**config.mk**
```make
export PLATFORM = sky130hd
export DESIGN_NAME = status_checkpoint_flat
export DESIGN_NICKNAME = d
export VERILOG_FILES = /design/src/rtl/status_checkpoint_if.sv /design/src/rtl/status_checkpoint.sv /design/src/flat_wrapper.sv
export SDC_FILE = /design/constraint.sdc
export NUM_CORES = 1
export LEC_CHECK = 0
export ABC_AREA = 0
export CAP_MARGIN = 10
export CORE_MARGIN = 5
export CORE_UTILIZATION = 30
export DETAILED_ROUTE_END_ITERATION = 10
export SLEW_MARGIN = 40
export SYNTH_ARGS = -nofsm -noshare
export SYNTH_HDL_FRONTEND = slang
export SYNTH_SLANG_ARGS = --single-unit
export TNS_END_PERCENT = 10
```
**constraint.sdc**
```tcl
create_clock -name clk -period 2.9 [get_ports clk]
set_input_delay 0.29 -clock clk [delete_from_list [all_inputs] [get_ports clk]]
set_output_delay 0.29 -clock clk [all_outputs]
set_load 0.02 [all_outputs]
```
**src/rtl/status_checkpoint_if.sv**
```systemverilog
// Rename-stage checkpoint bus: busy-vector capture, commit scrub, branch
// retire/mispredict in one direction; checkpoint tag/occupancy/restore back.
interface status_checkpoint_if #(
  parameter int REG   = 4,
  parameter int WIDTH = 31,
  parameter int CKPT  = 1
);
  logic             snapValid;
  logic [WIDTH:0]   regStatusSnap;
  logic             commitValid;
  logic [REG:0]     regCommit;
  logic             branchCommit;
  logic             mispredict;
  logic [CKPT:0]    misTag;
  logic [CKPT:0]    snapTag;
  logic             full;
  logic             restore;
  logic [WIDTH:0]   statusRestore;

  modport master (
    output snapValid, regStatusSnap, commitValid, regCommit,
           branchCommit, mispredict, misTag,
    input  snapTag, full, restore, statusRestore
  );

  modport slave (
    input  snapValid, regStatusSnap, commitValid, regCommit,
           branchCommit, mispredict, misTag,
    output snapTag, full, restore, statusRestore
  );
endinterface

```
**src/rtl/status_checkpoint.sv**
```systemverilog
// Circular buffer of register busy-vector checkpoints taken at branches;
// a mispredict restores the branch's (commit-scrubbed) snapshot and squashes younger ones.
module status_checkpoint #(
  parameter int REG   = 4,
  parameter int WIDTH = 31,
  parameter int CKPT  = 1
) (
  input  logic             clk,
  input  logic             reset,
  status_checkpoint_if.slave ckpt
);
  localparam int PW    = CKPT + 1;
  localparam int DEPTH = 1 << PW;
  localparam int CNTW  = CKPT + 2;

  logic [WIDTH:0]  entry   [DEPTH];
  logic [WIDTH:0]  entry_n [DEPTH];
  logic [CKPT:0]   head, head_n;
  logic [CKPT:0]   tail, tail_n;
  logic [CNTW-1:0] count, count_n;
  logic            restore_q, restore_n;
  logic [WIDTH:0]  status_q, status_n;

  logic [REG:0]    commit_idx;
  logic [WIDTH:0]  scrub_mask;
  logic [WIDTH:0]  snap_scrubbed;
  logic [DEPTH-1:0] occ;
  logic            is_full;
  logic            mis_ok;
  logic            cap;
  logic            bc;
  logic [CKPT:0]   mis_off;

  // A tag is live when its distance from head is below the occupancy count.
  function automatic logic is_occ(input logic [CKPT:0] tag,
                                  input logic [CKPT:0] hd,
                                  input logic [CNTW-1:0] cnt);
    logic [CKPT:0] off;
    off = tag - hd;
    return {1'b0, off} < cnt;
  endfunction

  assign commit_idx = ckpt.regCommit;
  assign is_full    = (count == CNTW'(DEPTH));

  assign ckpt.full          = is_full;
  assign ckpt.snapTag       = tail;
  assign ckpt.restore       = restore_q;
  assign ckpt.statusRestore = status_q;

  always_comb begin
    scrub_mask = '1;
    if (ckpt.commitValid) scrub_mask[commit_idx] = 1'b0;
    snap_scrubbed = ckpt.regStatusSnap & scrub_mask;
  end

  always_comb begin
    occ = '0;
    for (int unsigned i = 0; i < DEPTH; i++) begin
      occ[i] = is_occ(PW'(i), head, count);
    end
  end

  // Control: mispredict outranks capture; branch retire applies in either case.
  always_comb begin
    mis_ok    = ckpt.mispredict && is_occ(ckpt.misTag, head, count);
    cap       = ckpt.snapValid && !is_full && !ckpt.mispredict;
    bc        = ckpt.branchCommit && (count != '0);
    mis_off   = ckpt.misTag - head;
    head_n    = head + PW'(bc);
    tail_n    = tail;
    count_n   = count;
    restore_n = 1'b0;
    status_n  = status_q;

    if (mis_ok) begin
      tail_n    = ckpt.misTag + PW'(1);
      count_n   = {1'b0, mis_off} + CNTW'(1) - CNTW'(bc);
      restore_n = 1'b1;
      status_n  = entry[ckpt.misTag] & scrub_mask;
    end else begin
      tail_n  = tail + PW'(cap);
      count_n = count + CNTW'(cap) - CNTW'(bc);
    end
  end

  always_comb begin
    for (int unsigned i = 0; i < DEPTH; i++) begin
      entry_n[i] = entry[i];
      if (occ[i]) entry_n[i] = entry[i] & scrub_mask;
    end
    if (cap) entry_n[tail] = snap_scrubbed;
  end

  always_ff @(posedge clk or negedge reset) begin
    if (!reset) begin
      head      <= '0;
      tail      <= '0;
      count     <= '0;
      restore_q <= 1'b0;
      status_q  <= '0;
    end else begin
      head      <= head_n;
      tail      <= tail_n;
      count     <= count_n;
      restore_q <= restore_n;
      status_q  <= status_n;
    end
  end

  // Entry payload needs no reset: nothing is occupied after reset.
  always_ff @(posedge clk) begin
    entry <= entry_n;
  end
endmodule

```
**src/flat_wrapper.sv**
```systemverilog
// flat-port wrapper written by rule: the top's interface ports become plain ports
module status_checkpoint_flat 
#(
  parameter int REG   = 4,
  parameter int WIDTH = 31,
  parameter int CKPT  = 1
)
  (clk, reset, ckpt_snapValid, ckpt_regStatusSnap, ckpt_commitValid, ckpt_regCommit, ckpt_branchCommit, ckpt_mispredict, ckpt_misTag, ckpt_snapTag, ckpt_full, ckpt_restore, ckpt_statusRestore);
  status_checkpoint_if #(.REG(REG), .WIDTH(WIDTH), .CKPT(CKPT)) ckpt_i ();
  input  logic clk;
  input  logic reset;
  input wire logic [$bits(ckpt_i.snapValid)-1:0] ckpt_snapValid;
  input wire logic [$bits(ckpt_i.regStatusSnap)-1:0] ckpt_regStatusSnap;
  input wire logic [$bits(ckpt_i.commitValid)-1:0] ckpt_commitValid;
  input wire logic [$bits(ckpt_i.regCommit)-1:0] ckpt_regCommit;
  input wire logic [$bits(ckpt_i.branchCommit)-1:0] ckpt_branchCommit;
  input wire logic [$bits(ckpt_i.mispredict)-1:0] ckpt_mispredict;
  input wire logic [$bits(ckpt_i.misTag)-1:0] ckpt_misTag;
  output wire logic [$bits(ckpt_i.snapTag)-1:0] ckpt_snapTag;
  output wire logic [$bits(ckpt_i.full)-1:0] ckpt_full;
  output wire logic [$bits(ckpt_i.restore)-1:0] ckpt_restore;
  output wire logic [$bits(ckpt_i.statusRestore)-1:0] ckpt_statusRestore;
  assign ckpt_i.snapValid = ckpt_snapValid;
  assign ckpt_i.regStatusSnap = ckpt_regStatusSnap;
  assign ckpt_i.commitValid = ckpt_commitValid;
  assign ckpt_i.regCommit = ckpt_regCommit;
  assign ckpt_i.branchCommit = ckpt_branchCommit;
  assign ckpt_i.mispredict = ckpt_mispredict;
  assign ckpt_i.misTag = ckpt_misTag;
  assign ckpt_snapTag = ckpt_i.snapTag;
  assign ckpt_full = ckpt_i.full;
  assign ckpt_restore = ckpt_i.restore;
  assign ckpt_statusRestore = ckpt_i.statusRestore;
  status_checkpoint #(.REG(REG), .WIDTH(WIDTH), .CKPT(CKPT)) u_core (.clk(clk), .reset(reset), .ckpt(ckpt_i));
endmodule
```
==> flow_results.org <==
** Logic synthesis
- Synthesis instantiated 44 different standard cells from the library.
- Synth warn :: 0
- Total nets after synthesis :: 841
- The commonest cells after synthesis are 128 x dfxtp_1, 128 x o21ai_0, 86 x nor2_1.
- Summing the sequential cell areas from Yosys gives 45.8% of the chip area.
- In the synthesized netlist the dominant register cell turns out to be dfxtp_1.
- The mapped netlist covers about 0.008 sq mm.
- Synthesis produced approximately 800 cells.
- Of all cell types, the one taking the most synthesized area is dfxtp_1.
- After synthesis, the largest area contributor takes up roughly a third of total cell area.
- After synthesis, the mean cell area works out to slightly below 10 sq um.
- After synthesis the netlist holds a flip-flop and latch count of ~170.
- Ranked by total cell area, the synthesized netlist is headed by dfxtp_1 33%, dfrtp_1 13%, o311ai_0 9.4%, mux4_2 9.3%, o21ai_0 8.2%.
- Async set or reset register ratio after synthesis :: between 20% and 30%
- In this run, synthesis inferred 0 flip-flops with an integrated enable.

** Final layout
- Fraction of final layout cells with drive strength greater than 1 :: between 15 and 20%
- Number of inserted diodes :: 0
- Core Util, Final :: between 30% and 40%
- Area growth, synth to finish :: 23.2%
- Net count reported at finish :: 882

** Timing
- Headroom to the max-slew limit came out at between 50% and 60%.
- Final Cycle Share :: between 80% and 90%
- Final number of setup-violating endpoints :: 0
- Max-slew violations :: 0
- Sum Neg Setup Slack :: 0 ns
- Setup repair after global routing left no endpoint under its margin.
- Final Critical Period :: around 2.5 ns
- Skew final :: about 0.010 ns
- The count of endpoints failing hold in the final timing report is 0.
- For this run, the top clock speed supported by timing is roughly 390 MHz.
- Pin slew with the least headroom to its limit :: about 0.74 ns

** Route
- In the routed design, unresolved DRC markers number 0.
- Total number of vias :: 6445
- Post-detailed-route wirelength per cell :: a little under 20 um
- Detail Route Antenna Nets :: 0
- Number of vias per cell :: approximately 5.5
- The routed design has ~23 mm of wire.
- The detailed router finished its first iteration with around 420 violations.
- The first detailed-routing pass took 5 iterations.

** Critical path
- For this run, the slowest stage of the critical path takes between 0.6 and 0.7 ns.
- Walking the worst path, the cells encountered are or3b_1, inv_1, clkdlybuf4s50_1.
- STA puts the critical path data required time at 2.61 ns.
- The critical path is of the reg2out type.
- Crit. End Element :: primary output
- The worst setup path is launched from a register.
- Along the worst path, the maximum fanout reaches 11.
- Critical path arrival :: 2.26 ns
- The largest individual stage delay along the critical path comes from the cell dfrtp_1.

** Run
- Max_cap viols :: 0

** Power and ir drop
- The analysis attributes to cell leakage a power of 3.55 nW.
- VDD sags by at most slightly below 0.6 mV.
- Total power for the finished layout comes to 11.0 mW.
- For this design the ratio of total power to cell area is 1140 mW/mm^2.

** Clock tree
- Depth of the CTS H-tree :: 4
- Clock-pin slew reported for the worst setup and hold paths after clock tree synthesis :: 0.07 ns
- Number of sinks handled by clock tree synthesis :: between 150 and 200
- CTS root buffer :: clkbuf_16
- TritonCTS built the clock tree.
- Max Root-Sink Buffers :: 2
- The clock reaches the later pin of the worst-skew pair after about 0.43 ns.
- Clock tree synthesis inserted a total of 17 buffers.
- Post-CTS Repair Setup Buffers :: 0
- After clock tree synthesis, the repair step resized 0 gates.

** Floorplanning
- Initial Utilization :: between 30 and 40%
- Row count :: 59
- The die is ~170 um wide.
- In this run the vertical extent of the chip is about 170 um.
- Core Box Area :: ~0.026 sq mm
- During I/O placement, the number of pins put on the boundary was 81.
- The die covers approximately 0.029 sq mm.

** Global routing
- GR Util All Layers :: between 15 and 20%
- Vias in the first global route :: 6299
- Number of antenna violations at the first check in global routing :: 0
- For this run the aggregate overflow at the end of global routing stands at 0.
- Entering global routing, the biggest net connects 65 pins.
- Global-route wire length before repair :: approximately 36 mm

** Placed design
- Routability congestion estimate :: approximately 0.74
- Input and output buffers added on the ports amount to 80.
- The HPWL after detailed placement is 13.4 mm.

** Hold path
- The worst hold path belongs to the class reg2reg.

** Run status
- The run finished with clean final reports.
==> layout by cell type (no fill, tap or decap), types with 5 or more instances in the layout <==
cell             instances
nand2b_1                 5
a31o_2                  26
o311ai_0                84
o21ai_0                128
nor2b_1                  6
clkbuf_16               17
clkbuf_8                 5
mux4_2                  32
xnor2_1                  7
nor2_1                  86
buf_4                   23
o211ai_1                 9
ha_1                    11
dfrtp_1                 40
nand2_1                 48
inv_1                   14
buf_12                   5
a22o_1                  28
dfxtp_1                128
clkdlybuf4s50_1         77
==> repair_timing <==
action / CTS / global route
hold buffers: 1 / 0
endpoints found under the setup margin: 0 / 0
endpoints found under the hold margin: 1 / 0
==> routing by layer <==
layer	GRT usage (%)	part of all wire (%)
met5	0	0
met4	3.44	0.78
met3	2.93	5.1
met2	25.6	48
met1	21.9	46
==> area by class of cell <==
| type | count | area [sq um] |
|---|---|---|
| inverters | 14 | 52.6 |
| fillers | 2592 | 16200 |
| multi-input cells | 515 | 3830 |
| clock inverters | 9 | 160 |
| flip-flops and latches | 168 | 3560 |
| well taps | 335 | 419 |
| clock buffers | 23 | 498 |
| repair buffers | 109 | 1070 |
==> flip-flops by register name (all words and copies together), names as in the netlist <==
register,cells
u_core.ckpt.restore,1
u_core.ckpt.snapTag,2
u_core.ckpt.statusRestore,32
u_core.count,3
u_core.entry,128
u_core.head,2
==> per-stage QoR <==
step	setup WS [ns]	std cells	cell area (sq um)	hold slack (ns)
floorplan	0.281	784	7790	-0.00559
global placement	0.395	1140	8930	0.444
detailed placement	0.331	1140	8930	0.448
CTS	0.326	1173	9590	0.457
global route	0.246	1173	9590	0.474
finish	0.351	1173	9590	0.459
==> worst paths after layout <==
kind | start | endpoint | slack (ns) | cells after the start
setup / recovery | u_core.count[2] | ckpt_full | 0.35 | 3
hold / removal | u_core.entry[68] | u_core.entry[68] | 0.46 | 2
setup reg to reg | u_core.count[2] | u_core.count[2] | 0.46 | 7
hold reg to reg | u_core.entry[68] | u_core.entry[68] | 0.46 | 2
max in group asynchronous | reset | u_core.ckpt.statusRestore[19] | 1.96 | 3
min in group asynchronous | reset | u_core.ckpt.statusRestore[30] | 0.51 | 3
==> worst max-delay path: cells and delay by family, from the launching register on <==
kind,cells,cell delay [ns]
buf+inv,2,0.70
flops,1,0.61
simple gates,1,0.53
==> power by group <==
part | switching [mW] | total, mW | internal (mW)
combinational | 2.36 | 4.33 | 1.97
sequential | 0.634 | 4.11 | 3.48
clock | 0.956 | 2.52 | 1.57
==> cells by family (layout without fill, tap and decap cells) <==
family | after synthesis | count (layout) | synth area share, %
buffers and inverters | 101 | 155 | 5.46
multiplexers | 34 | 34 | 9.54
flip-flops | 168 | 168 | 45.8
AO/OA/AOI/OAI | 295 | 295 | 26.7
AND/OR/NAND/NOR | 165 | 165 | 9.53
XOR/XNOR | 9 | 9 | 1.01
adder cells (fa/ha/maj) | 12 | 12 | 2.02
Note: power is estimated with default switching activity, not from simulation.
